==> src/rtl/rom_mult8_sequencer_if.sv <==
// Request handshake plus ROM read port of the 8x8 ROM-based multiplier.
// master = requester/ROM side, slave = sequencer side.
interface rom_mult8_sequencer_if;
  logic        Start;
  logic [7:0]  A;
  logic [7:0]  B;
  logic        Ready;
  logic        Done;
  logic [15:0] Product;
  logic        RomEnable;
  logic [7:0]  RomAddress;
  logic [7:0]  RomData;

  modport master (
    output Start, A, B, RomData,
    input  Ready, Done, Product, RomEnable, RomAddress
  );

  modport slave (
    input  Start, A, B, RomData,
    output Ready, Done, Product, RomEnable, RomAddress
  );
endinterface

==> src/rtl/rom_mult8_sequencer.sv <==
// Unsigned 8x8 multiply via four 4x4 ROM lookups; Product at accept+4+ROM_LATENCY edges.
// Start is only taken while Ready (IDLE); requests while busy are dropped, not queued.
module rom_mult8_sequencer #(
  parameter int ROM_LATENCY = 1
) (
  input  logic                 clk,
  input  logic                 Reset_n,
  rom_mult8_sequencer_if.slave bus
);

  typedef enum logic [1:0] {IDLE, ISSUE, DRAIN, DONE} state_t;

  state_t                            state;
  logic [7:0]                        a_q;
  logic [7:0]                        b_q;
  logic [1:0]                        cnt;
  logic [1:0]                        acc_cnt;
  logic [15:0]                       acc;
  logic [ROM_LATENCY-1:0]            tag_vld;
  logic [ROM_LATENCY-1:0][1:0]       tag_shf;
  logic [15:0]                       term;
  logic [1:0]                        issue_shf;

  // Shift is carried in nibbles: 0, 1 (x16) or 2 (x256).
  always_comb begin
    issue_shf = {cnt[1] & cnt[0], cnt[1] ^ cnt[0]};
    term      = 16'(bus.RomData) << {tag_shf[ROM_LATENCY-1], 2'b00};
  end

  function automatic logic [7:0] lookup_addr(input logic [1:0] c,
                                             input logic [7:0] a,
                                             input logic [7:0] b);
    logic [3:0] x;
    logic [3:0] y;
    x = c[1] ? a[7:4] : a[3:0];
    y = c[0] ? b[7:4] : b[3:0];
    return {x, y};
  endfunction

  always_ff @(posedge clk or negedge Reset_n) begin
    if (!Reset_n) begin
      state          <= IDLE;
      a_q            <= '0;
      b_q            <= '0;
      cnt            <= '0;
      acc_cnt        <= '0;
      acc            <= '0;
      tag_vld        <= '0;
      tag_shf        <= '0;
      bus.Ready      <= 1'b1;
      bus.Done       <= 1'b0;
      bus.Product    <= '0;
      bus.RomEnable  <= 1'b0;
      bus.RomAddress <= '0;
    end else begin
      bus.Done <= 1'b0;

      // The ROM samples the presented address on every ISSUE edge; its tag
      // rides alongside so the data is weighted when it comes back.
      for (int i = ROM_LATENCY - 1; i > 0; i--) begin
        tag_vld[i] <= tag_vld[i-1];
        tag_shf[i] <= tag_shf[i-1];
      end
      tag_vld[0] <= (state == ISSUE);
      tag_shf[0] <= issue_shf;

      if (tag_vld[ROM_LATENCY-1]) begin
        acc     <= acc + term;
        acc_cnt <= acc_cnt + 2'd1;
      end

      case (state)
        IDLE: begin
          if (bus.Start) begin
            a_q            <= bus.A;
            b_q            <= bus.B;
            acc            <= '0;
            acc_cnt        <= '0;
            cnt            <= '0;
            state          <= ISSUE;
            bus.Ready      <= 1'b0;
            bus.RomEnable  <= 1'b1;
            bus.RomAddress <= lookup_addr(2'd0, bus.A, bus.B);
          end
        end
        ISSUE: begin
          cnt <= cnt + 2'd1;
          if (cnt == 2'd3) begin
            state          <= DRAIN;
            bus.RomEnable  <= 1'b0;
            bus.RomAddress <= '0;
          end else begin
            bus.RomAddress <= lookup_addr(cnt + 2'd1, a_q, b_q);
          end
        end
        DRAIN: begin
          if (tag_vld[ROM_LATENCY-1] && acc_cnt == 2'd3) begin
            bus.Product <= acc + term;
            bus.Done    <= 1'b1;
            state       <= DONE;
          end
        end
        DONE: begin
          state     <= IDLE;
          bus.Ready <= 1'b1;
        end
        default: state <= IDLE;
      endcase
    end
  end

endmodule
==> src/flat_wrapper.sv <==
// flat-port wrapper written by rule: the top's interface ports become plain ports
module rom_mult8_sequencer_flat 
#(
  parameter int ROM_LATENCY = 1
)
  (clk, Reset_n, bus_Start, bus_A, bus_B, bus_RomData, bus_Ready, bus_Done, bus_Product, bus_RomEnable, bus_RomAddress);
  rom_mult8_sequencer_if bus_i ();
  input  logic clk;
  input  logic Reset_n;
  input wire logic [$bits(bus_i.Start)-1:0] bus_Start;
  input wire logic [$bits(bus_i.A)-1:0] bus_A;
  input wire logic [$bits(bus_i.B)-1:0] bus_B;
  input wire logic [$bits(bus_i.RomData)-1:0] bus_RomData;
  output wire logic [$bits(bus_i.Ready)-1:0] bus_Ready;
  output wire logic [$bits(bus_i.Done)-1:0] bus_Done;
  output wire logic [$bits(bus_i.Product)-1:0] bus_Product;
  output wire logic [$bits(bus_i.RomEnable)-1:0] bus_RomEnable;
  output wire logic [$bits(bus_i.RomAddress)-1:0] bus_RomAddress;
  assign bus_i.Start = bus_Start;
  assign bus_i.A = bus_A;
  assign bus_i.B = bus_B;
  assign bus_i.RomData = bus_RomData;
  assign bus_Ready = bus_i.Ready;
  assign bus_Done = bus_i.Done;
  assign bus_Product = bus_i.Product;
  assign bus_RomEnable = bus_i.RomEnable;
  assign bus_RomAddress = bus_i.RomAddress;
  rom_mult8_sequencer #(.ROM_LATENCY(ROM_LATENCY)) u_core (.clk(clk), .Reset_n(Reset_n), .bus(bus_i));
endmodule
==> config.mk <==
export PLATFORM = sky130hd
export DESIGN_NAME = rom_mult8_sequencer_flat
export DESIGN_NICKNAME = d
export VERILOG_FILES = /design/src/rtl/rom_mult8_sequencer_if.sv /design/src/rtl/rom_mult8_sequencer.sv /design/src/flat_wrapper.sv
export SDC_FILE = /design/constraint.sdc
export NUM_CORES = 1
export LEC_CHECK = 0
export CORE_UTILIZATION = 55
export DETAILED_ROUTE_END_ITERATION = 6
export GPL_TIMING_DRIVEN = 0
export MAX_ROUTING_LAYER = met4
export PLACE_DENSITY = 0.88
export SETUP_SLACK_MARGIN = 0.5
export SLEW_MARGIN = 20
export SYNTH_ARGS = -nofsm -noshare
export SYNTH_HDL_FRONTEND = slang
export SYNTH_SLANG_ARGS = --single-unit
==> constraint.sdc <==
create_clock -name clk -period 3.5 [get_ports clk]
set_input_delay 0.7 -clock clk [delete_from_list [all_inputs] [get_ports clk]]
set_output_delay 0.7 -clock clk [all_outputs]
set_load 0.01 [all_outputs]
==> results by group <==
Detailed routing
  – First-pass DRT Iterations: 6
  – Routed vias: 3114
  – Post-Route WL: 9020 um
  – Via density: about 5.7
  – Post-route ant nets: 0
  – Initial drt markers: approximately 220
  – Residual DRC count: 1
  – Wire length per cell: roughly 17 um

STA
  – Slew Limit Fails: 0
  – Fmax achieved: between 300 and 400 MHz
  – Max transition margin: ~57%
  – Final hold vios: 0
  – Fin Clk Skew: about 0.0073 ns
  – Minimum clock period: between 2 and 3 ns
  – Worst Hold Slack: about 0.23 ns
  – Period utilisation layout: a little over 80%
  – RSZ-0062 raised after global routing: false
  – Worst slew pin tran: 0.639 ns
  – Setup violators final: 0
  – Setup TNS: 0 ns

Synthesis
  – Synthesized area: 3770 um2
  – Top cells by count, synth: 67 x dfrtp_1, 60 x nand2_1, 31 x o21ai_0
  – Mux cell area share after synthesis: approximately 8%
  – Top-count cell post-synth: dfrtp_1
  – Largest family of logic cells by synthesized area: compound AO/OA/AOI/OAI gates
  – Mapped Cells: 395
  – Main synth FF type: dfrtp_1
  – Post-synth EDFFs: 0
  – Simple-gate portion of the synthesized area: between 10% and 20%
  – YS warnings: 0
  – Distinct cells, synth: 44
  – Avg Cell Area, Syn: around 9.5 um2
  – Post-Synth XOR/XNOR Area: about 3.5%
  – Syn_nets: about 450
  – Proportion of netlist area held by the largest area contributor: about 44%
  – Sequential element share of the synthesized area: between 40 and 50%
  – Synth area leaders: dfrtp_1 44%, ha_1 7.3%, nand2_1 6.0%
  – Compound-gate portion of the synthesized area: between 10% and 20%
  – Register bit total from synthesis: approximately 70
  – Async S/R FF share, synth: between 90% and 100%
  – Leading area contributor after synthesis: dfrtp_1
  – Synth Area in Adders: 7.83%

Power
  – Leakage Power: between 2 and 2.5 nW
  – Max VDD drop: about 0.0002 V
  – Power per cell area: around 330 nW/um2
  – Design Power: about 1.5 mW

Setup path
  – R2R depth: 12
  – Reg-to-reg endpoint: u_core.bus.Product[12]$_DFFE_PN0P_
  – CP peak stage delay: ~0.53 ns
  – Worst path top cell family by delay: simple AND/OR/NAND/NOR gates
  – CP max stage cell: clkdlybuf4s50_1
  – CP cell instances: clkdlybuf4s50_1, and2_1, ha_1, inv_1, fa_2, nor2b_4, o31a_1, a21o_1, a21oi_2, or4_1, nand3_1
  – CP Class: input port to register
  – R2R Path Start: u_core.tag_shf[1]$_DFF_PN0_
  – Worst EP required: about 3.8 ns
  – Worst Path Buf+Inv: 2
  – CP Data Arrival Time: roughly 3.2 ns
  – Setup crit end kind: register
  – Type of element launching the critical path: input port
  – Reg2reg setup slack: between 0.7 and 0.8 ns
  – Worst Path Max Fanout: 7

Layout
  – Layout area overhead: 23.1%
  – Flip-flop and latch area: approximately 1700 um2
  – Share of cells above drive strength 1: 9.68%
  – FILL cells: 476
  – NumNets Final: about 500
  – Area of the multi-input gates: 1920 um2
  – Number of diodes: 0
  – Final core utilization: between 70 and 80%

Die
  – Core Rows: 29
  – Initial core utilization: between 50% and 60%
  – Die extent in y: approximately 85 um
  – Die ar.: around 7200 um2
  – CORE AREA: 6490 um2
  – Boundary Pins: 54
  – Die X: 84.8 um

Global routing
  – Initial antenna violation count: 0
  – Largest net degree at the start of global routing: 51
  – Total global routing overflow: 0
  – Vias in the first global route: 3123
  – First-pass GRT wire length: roughly 15000 um
  – Tot GR Track Use: approximately 28%

Clocking
  – Clock sinks: 68
  – Clock transition at path regs: 0.07 ns
  – CTS tree: done
  – H-Tree Depth: 3
  – TritonCTS buffer count: 9
  – Clock Path Buffers: 2
  – Root Buffer: clkbuf_8
  – Hold_buf cts: 0
  – Clk_lat worst skew: around 0.34 ns

Place
  – Port bufs: 52
  – HPWL after DPL: roughly 6700 um
  – Gp weighted congestion: 0.969

Run status
  – Failing checks: DRC
  – Status: finished with violations

Hold path
  – HP Class: input port to async pin

Job
  – MaxCap Viol Count: 0
## report_power, final
group | internal, mW | leakage [nW] | switching (mW)
sequential | 0.785 | 0.827 | 0
clock | 0.367 | 0.106 | 0.300
combinational | 0.0420 | 1.25 | 0.0448
## sequential cells by signal, indices dropped and copies added, names as in the netlist
register / cells
u_core.acc: 16
u_core.bus.Product: 16
u_core.a_q: 8
u_core.b_q: 8
u_core.bus.RomAddress: 8
u_core.acc_cnt: 2
u_core.cnt: 2
u_core.state: 2
u_core.tag_shf: 2
u_core.bus.Done: 1
u_core.bus.Ready: 1
u_core.bus.RomEnable: 1
u_core.tag_vld: 1
## logic make-up (layout without fill, tap and decap cells)
family	after synthesis	count (layout)
flip-flops	68	68
AO/OA/AOI/OAI	98	98
AND/OR/NAND/NOR	121	121
multiplexers	29	29
XOR/XNOR	15	15
buffers and inverters	41	111
adder cells (fa/ha/maj)	23	23
## stage by stage
stage	cell area, um2	std cells	worst slack (ns)
finish	4640	542	0.591
floorplan	3770	395	0.943
detailed placement	4410	525	0.186
global placement	4390	524	-0.523
global route	4640	542	0.502
CTS	4620	541	0.519
## per-layer routing
metal	wire (um)	GRT usage (%)
met2	4510	47.9
met4	163	10.0
met3	407	4.52
met5	0	-
met1	3940	35.0
## worst max-delay path by stage
stage / startpoint / end / depth (start not counted)
finish: bus_RomData[0] / u_core.bus.Product[12]$_DFFE_PN0P_ / 11
floorplan: u_core.tag_shf[1]$_DFF_PN0_ / u_core.bus.Product[12]$_DFFE_PN0P_ / 12
global route: bus_RomData[0] / u_core.acc[14]$_DFF_PN0_ / 12
global placement: Reset_n / u_core.bus.RomAddress[0]$_DFFE_PN0P_ / 1
CTS: bus_RomData[0] / u_core.bus.Product[12]$_DFFE_PN0P_ / 11
detailed placement: bus_RomData[0] / u_core.bus.Product[12]$_DFFE_PN0P_ / 11
## placed cells by master, fill, tap and decap left out, types with 14 or more instances in the layout
| cell | netlist | layout |
|---|---|---|
| inv_1 | 19 | 19 |
| ha_1 | 22 | 22 |
| a21oi_1 | 20 | 19 |
| clkbuf_1 | 14 | 14 |
| clkdlybuf4s50_1 | 0 | 51 |
| nand2_1 | 60 | 60 |
| nor2_1 | 26 | 25 |
| dfrtp_1 | 67 | 67 |
| o21ai_0 | 31 | 31 |
| mux2i_1 | 22 | 21 |
## what timing repair did
action,in CTS,in global routing
setup buffers,0,1
setup endpoints to repair,0,11
resized for setup,0,8
## cell type report
class	count	share of cell area [%]
buffer	21	1.91
clock buffer	12	3.34
clock inverter	4	1.05
inverter	20	1.62
multi-input combinational	286	41.4
sequential	68	36.7
tap	77	2.08
timing repair buffer	54	11.9
Power figures use the tool's default switching activity.
